$ cat src/rtl/addr8u_chk_pkg.sv
// Shared types and widths for the 8-bit adder result checker.
//   OP_W / SUM_W : operand and sum widths of the adder under test
//   chk_state_e  : checker FSM states (RUN, HALT)
//   chk_log_t    : failing-vector record {a, b, dut, exp}, a in the MSBs (34 bits)
package addr8u_chk_pkg;

  localparam int unsigned OP_W  = 8;
  localparam int unsigned SUM_W = 9;

  typedef enum logic {
    RUN  = 1'b0,
    HALT = 1'b1
  } chk_state_e;

  typedef struct packed {
    logic [OP_W-1:0]  a;
    logic [OP_W-1:0]  b;
    logic [SUM_W-1:0] dut;
    logic [SUM_W-1:0] exp;
  } chk_log_t;

endpackage

$ cat src/rtl/addr8u_chk_fifo.sv
// Synchronous FIFO of chk_log_t records with an occupancy count.
// Ports:
//   clk, rst (sync, active-high), clear (sync soft flush)
//   push/din : write a record (dropped only if full with no pop)
//   pop      : consume the head when valid
//   dout     : head record, valid while count != 0
//   count    : current occupancy, 0..DEPTH
// DEPTH must be a power of two so the pointers wrap naturally.
module addr8u_chk_fifo
  import addr8u_chk_pkg::*;
#(
  parameter int unsigned DEPTH = 4,
  localparam int unsigned AW   = $clog2(DEPTH),
  localparam int unsigned CW   = AW + 1
) (
  input  logic          clk,
  input  logic          rst,
  input  logic          clear,
  input  logic          push,
  input  chk_log_t      din,
  input  logic          pop,
  output chk_log_t      dout,
  output logic          valid,
  output logic [CW-1:0] count
);

  chk_log_t        mem [DEPTH];
  logic [AW-1:0]   rd_ptr;
  logic [AW-1:0]   wr_ptr;
  logic            do_pop;
  logic            do_push;

  // A pop in the same cycle frees the slot, so push into a full FIFO is legal then.
  assign do_pop  = pop && (count != '0);
  assign do_push = push && ((count != CW'(DEPTH)) || do_pop);
  assign dout    = mem[rd_ptr];
  assign valid   = (count != '0);

  // Pointer and occupancy tracking.
  always_ff @(posedge clk) begin
    if (rst || clear) begin
      rd_ptr <= '0;
      wr_ptr <= '0;
      count  <= '0;
    end else begin
      if (do_push) wr_ptr <= wr_ptr + AW'(1);
      if (do_pop)  rd_ptr <= rd_ptr + AW'(1);
      count <= count + CW'(do_push) - CW'(do_pop);
    end
  end

  // Storage needs no reset; entries are only read once counted valid.
  always_ff @(posedge clk) begin
    if (do_push) mem[wr_ptr] <= din;
  end

endmodule

$ cat config.mk
export PLATFORM = sky130hd
export DESIGN_NAME = addr8u_chk_fifo
export DESIGN_NICKNAME = d
export VERILOG_FILES = /design/src/rtl/addr8u_chk_pkg.sv /design/src/rtl/addr8u_chk_fifo.sv
export SDC_FILE = /design/constraint.sdc
export NUM_CORES = 1
export LEC_CHECK = 0
export ABC_AREA = 1
export CAP_MARGIN = 20
export CORE_MARGIN = 2
export CORE_UTILIZATION = 25
export CTS_CLUSTER_SIZE = 10
export DETAILED_ROUTE_END_ITERATION = 6
export GPL_TIMING_DRIVEN = 0
export PLACE_DENSITY_LB_ADDON = 0.12
export SYNTH_ARGS = -nofsm -noshare
export SYNTH_HDL_FRONTEND = slang
export SYNTH_SLANG_ARGS = --single-unit
$ cat constraint.sdc
create_clock -name clk -period 2.6 [get_ports clk]
set_input_delay 0.52 -clock clk [delete_from_list [all_inputs] [get_ports clk]]
set_output_delay 0.52 -clock clk [all_outputs]
set_load 0.1 [all_outputs]
[Yosys cells after proc, flatten, opt, wreduce, memory -nomap -nowiden]
Memories as Yosys holds them, arrays and structs flattened. A register that Yosys moved wholly into a read port is not among the register bits.
Index checks and enable logic that the tools add are counted.
W data, S select, Z words.
Word-level totals
  word-level logic and storage cells: 18
  output and inout port bits: 38
  input bits: 39
  bits in writable memories: 136
  bits in registers: 7
  memories: 1
Cells by class
  equal/unequal tests: 1
  muxes and demuxes: 4
  reductions and logical operators: 5
  add/sub/neg operators: 4
Memories
  mem: depth 4, width 34, rd ports 1, clocked after Yosys merged registers in 1, wr ports 1, RTL line addr8u_chk_fifo.sv:27  | chk_log_t mem [DEPTH];
Operators with widths (count)
  $add A2 B1 Y2 const B: 2
  $mux W2: 2
  $add A3 B1 Y3: 1
  $ne A3 B3 Y1 const B: 1
  $reduce_bool A3 Y1: 1
  $sub A3 B1 Y3: 1
  $logic_and A1 B1 Y1: 2
  $logic_or A1 B1 Y1: 2
  $mux W1: 2

[Logic depth before layout (Yosys ltp)]
  depth after elaboration: 6
  mapped depth: 12
  mapped depth without buffers: 12

[Worst setup path after synthesis]
No wires, ideal clock.
  kind: reg2reg
  start: register count[1]
  end: memory mem[0][0] in the netlist's numbering, enable pin
  path slack: -762 ps
  setup time: 425 ps
  required time: 2175 ps
  path buffers: 0
  data arrival time: 2937 ps
  cell stages (with the launch flop): 5
  clock period less this slack: 3362 ps
  path through: dfxtp_1 nor2_1 nand3_1 nand2_1 nor2_1
Between the ends
  longest elaborated chain between the ends: 6
  elaborated cells between the ends (all ways): 7
  those cells by class: eq/ne (1); mux (2); reduce/logical (4)
RTL lines
  from (decl): RTL line addr8u_chk_fifo.sv:24  | output logic [CW-1:0] count
  from (signal assigned): RTL line addr8u_chk_fifo.sv:48  | count <= count + CW'(do_push) - CW'(do_pop);
  $reduce_bool A3 Y1: RTL line addr8u_chk_fifo.sv:34  | assign do_pop = pop && (count != '0);
  $logic_and A1 B1 Y1: RTL line addr8u_chk_fifo.sv:34
  $logic_or A1 B1 Y1 *: RTL line addr8u_chk_fifo.sv:35  | assign do_push = push && ((count != CW'(DEPTH)) || do_pop);
  $logic_and A1 B1 Y1 *: RTL line addr8u_chk_fifo.sv:35
  $mux W1 *: RTL line addr8u_chk_fifo.sv:54  | if (do_push) mem[wr_ptr] <= din;
  $mux W1 (not written as such) *: RTL line addr8u_chk_fifo.sv:54
  to (decl): RTL line addr8u_chk_fifo.sv:27
Mark *: on every way between the ends. The rest lies on a longest branch, timed or not.

==> run metrics <==
Slowest-stage cell, CP buf_2; CP bufs+invs 4; Hold Violations, Final 0; sequential share of the synthesized area 74.3%; Final HPWL DP 8.78 mm; worst hold-check path type flip-flop to flip-flop; Die H roughly 160 um; WS Path Type flip-flop to output port; layout cells sized above 1 29.6%; CTS H-tree lvls 4; fmax between 400 and 500 MHz; via count 3,485; critical-path maximum fanout 10; Pre-antenna DRT Iters 6; initial antenna violation count 0; Syn Inst Count 400; final RePlAce weighted congestion 0.665; critical path arrival 1950 ps; Slew @ Worst Pin 972 ps; Final Setup Violations 0; Slew HR 35.0%; Synth Warn # 0; Routed Antenna Nets 0; final instance area 0.00754 mm2; #FFs+latches synth 145; worst-skew pair later-pin latency 410 ps; Critical Path End Type output port; Synth async-reset ratio 0%; crit-path leading delay family buffers and inverters; row cnt between 50 and 60; Max rail drop VDD ~0.42 mV; top-count cell post-synth edfxtp_1; Die X-Extent 156 um; cell repeated most along the worst path buf_2; TritonCTS buffer count 17; Slew Limit Fails 0; Ports 77; Root Buffer clkbuf_16; clock slew at reported path FFs 60 ps; fill count around 2,200; PortBufs 76; max_cap viols 0; Syn Nets 446; total routed wirelength 14.0 mm; die area 0.0242 mm2; Tmin final about 2500 ps; Post-synth EDFFs 136; P_leak 2.59 nW; most frequent cells after synthesis edfxtp_1, nor2_1, o21ai_0; pin count of the biggest net entering global routing 22; dpl cell area between 0.007 and 0.008 mm2; global-route wire length before repair 21.2 mm; Final Cycle Share 94.9%; DRC Markers 0; status complete, no violations; worst path required time 2080 ps; Core Region between 0.02 and 0.025 mm2; Yosys top cell area share 71.2%; PwrDens ~770 mW/mm2; Mapped Area 0.00574 mm2; Yosys top cell by area edfxtp_1; most common flop cell mapped by yosys edfxtp_1; area delta synth->final 31.4%; Unique masters post-synth 21; Syn Area/Cell 14.3 um2; Layout Nets 545; # diodes 0; Max Clock Skew roughly 5.5 ps; CTS tree yes; global route total overflow 0; effective utilization at floorplan 25.4%; vias in the first global route 3,638; RSZ-0062 raised after global routing no; Avg WL per Cell 17.6 um; Tot Pwr between 0.005 and 0.006 W; routed vias/inst 4.38; DR iter-0 viols 183; Max Root-Sink Buffers 2; GRT Total Usage 12.1%; synth top area cells edfxtp_1, o21ai_0, o22ai_2, nor2_1, dfxtp_1; number of post-CTS setup repair buffers 0; CP startpoint kind flip-flop; Cell Chain, Critical Path buf_6, inv_6, buf_2, nor2_1, o22ai_2, buf_2; Clock Sinks 145; crit-path max cell delay 460 ps
==> worst register-to-register path: stages (launching register included) <==
cell	delay (ps)
dfxtp_2	350
nor2_1	170
nand3_1	180
nand2_1	370
ha_1	300
inv_1	50
ha_1	130
inv_1	50
fa_1	390
nand2_1	80
nand2_1	40
nor2_1	80
==> layout make-up <==
type / count / area (um2) / area share (%)
buffer: 21 / 168 / 2.22
clock buffer: 18 / 429 / 5.69
clock inverter: 12 / 144 / 1.91
inverter: 19 / 76.3 / 1.01
multi-input combinational: 215 / 1350 / 17.9
sequential: 145 / 4270 / 56.6
tap: 285 / 357 / 4.73
timing repair buffer: 80 / 748 / 9.92
==> cell families after synthesis <==
| logic type | Yosys count | share of synthesized area [%] |
|---|---|---|
| DFF | 145 | 74.3 |
| AOI/OAI and AO/OA | 105 | 12.1 |
| and+or+nand+nor | 103 | 7.72 |
| buffers and inverters | 40 | 4.25 |
| adders and majority gates | 7 | 1.66 |
==> state kept, by name, summed over array words and instances, names as in the netlist, named ones only <==
name / flops
mem: 136
count: 3
rd_ptr: 2
wr_ptr: 2
==> repair_timing <==
| item | 4_1_cts | 5_1_grt |
|---|---|---|
| endpoints found under the setup margin | 35 | 21 |
| hold buffers | 0 | 0 |
| gates cloned | 0 | 0 |
| resized for setup | 179 | 23 |
==> metrics by stage <==
step	TNS (ps)	worst slack, ps	std cells	utilization, %	hold slack, ps
after CTS	0	0.0693	795	33.2	513
final	0	132	795	33.4	503
after global routing	0	0.456	795	33.4	566
after detailed placement	-21600	-294	765	31.3	499
after global placement	-163730	-1190	761	30.8	491
after floorplan	0	50.4	400	-	462
==> final timing paths <==
check | slack (ps) | end | cells after the start | startpoint
worst min-delay path | 500 | rd_ptr[1] | 2 | rd_ptr[1]
worst max register to register | 350 | count[2] | 11 | count[1]
worst min register to register | 500 | rd_ptr[1] | 2 | rd_ptr[1]
worst max-delay path | 130 | dout[30] | 6 | flip-flop
==> power by group <==
part / internal (W) / switching (W)
Sequential: 0.00263 / 0.0000178
Combinational: 0.000195 / 0.000583
Clock: 0.00148 / 0.000907
==> cell usage in the layout, fill, tap and decap left out, drive strengths merged <==
cell	count
a21oi	3
buf	39
bufinv	3
clkbuf	38
clkdlybuf4s50	41
clkinv	5
clkinvlp	4
dfxtp	9
dlygate4sd2	1
edfxtp	136
fa	1
ha	6
inv	19
nand2	15
nand3	5
nor2	83
o21ai	68
o22ai	34
==> routing by layer <==
layer	vias up	routed length, um	global-route usage (%)
li1	1662	-	-
met5	-	0	0
met2	70	7170	20.8
met1	1741	6150	14.9
met3	12	499	3.23
met4	0	150	3.80
(Power assumes the default switching activity.)
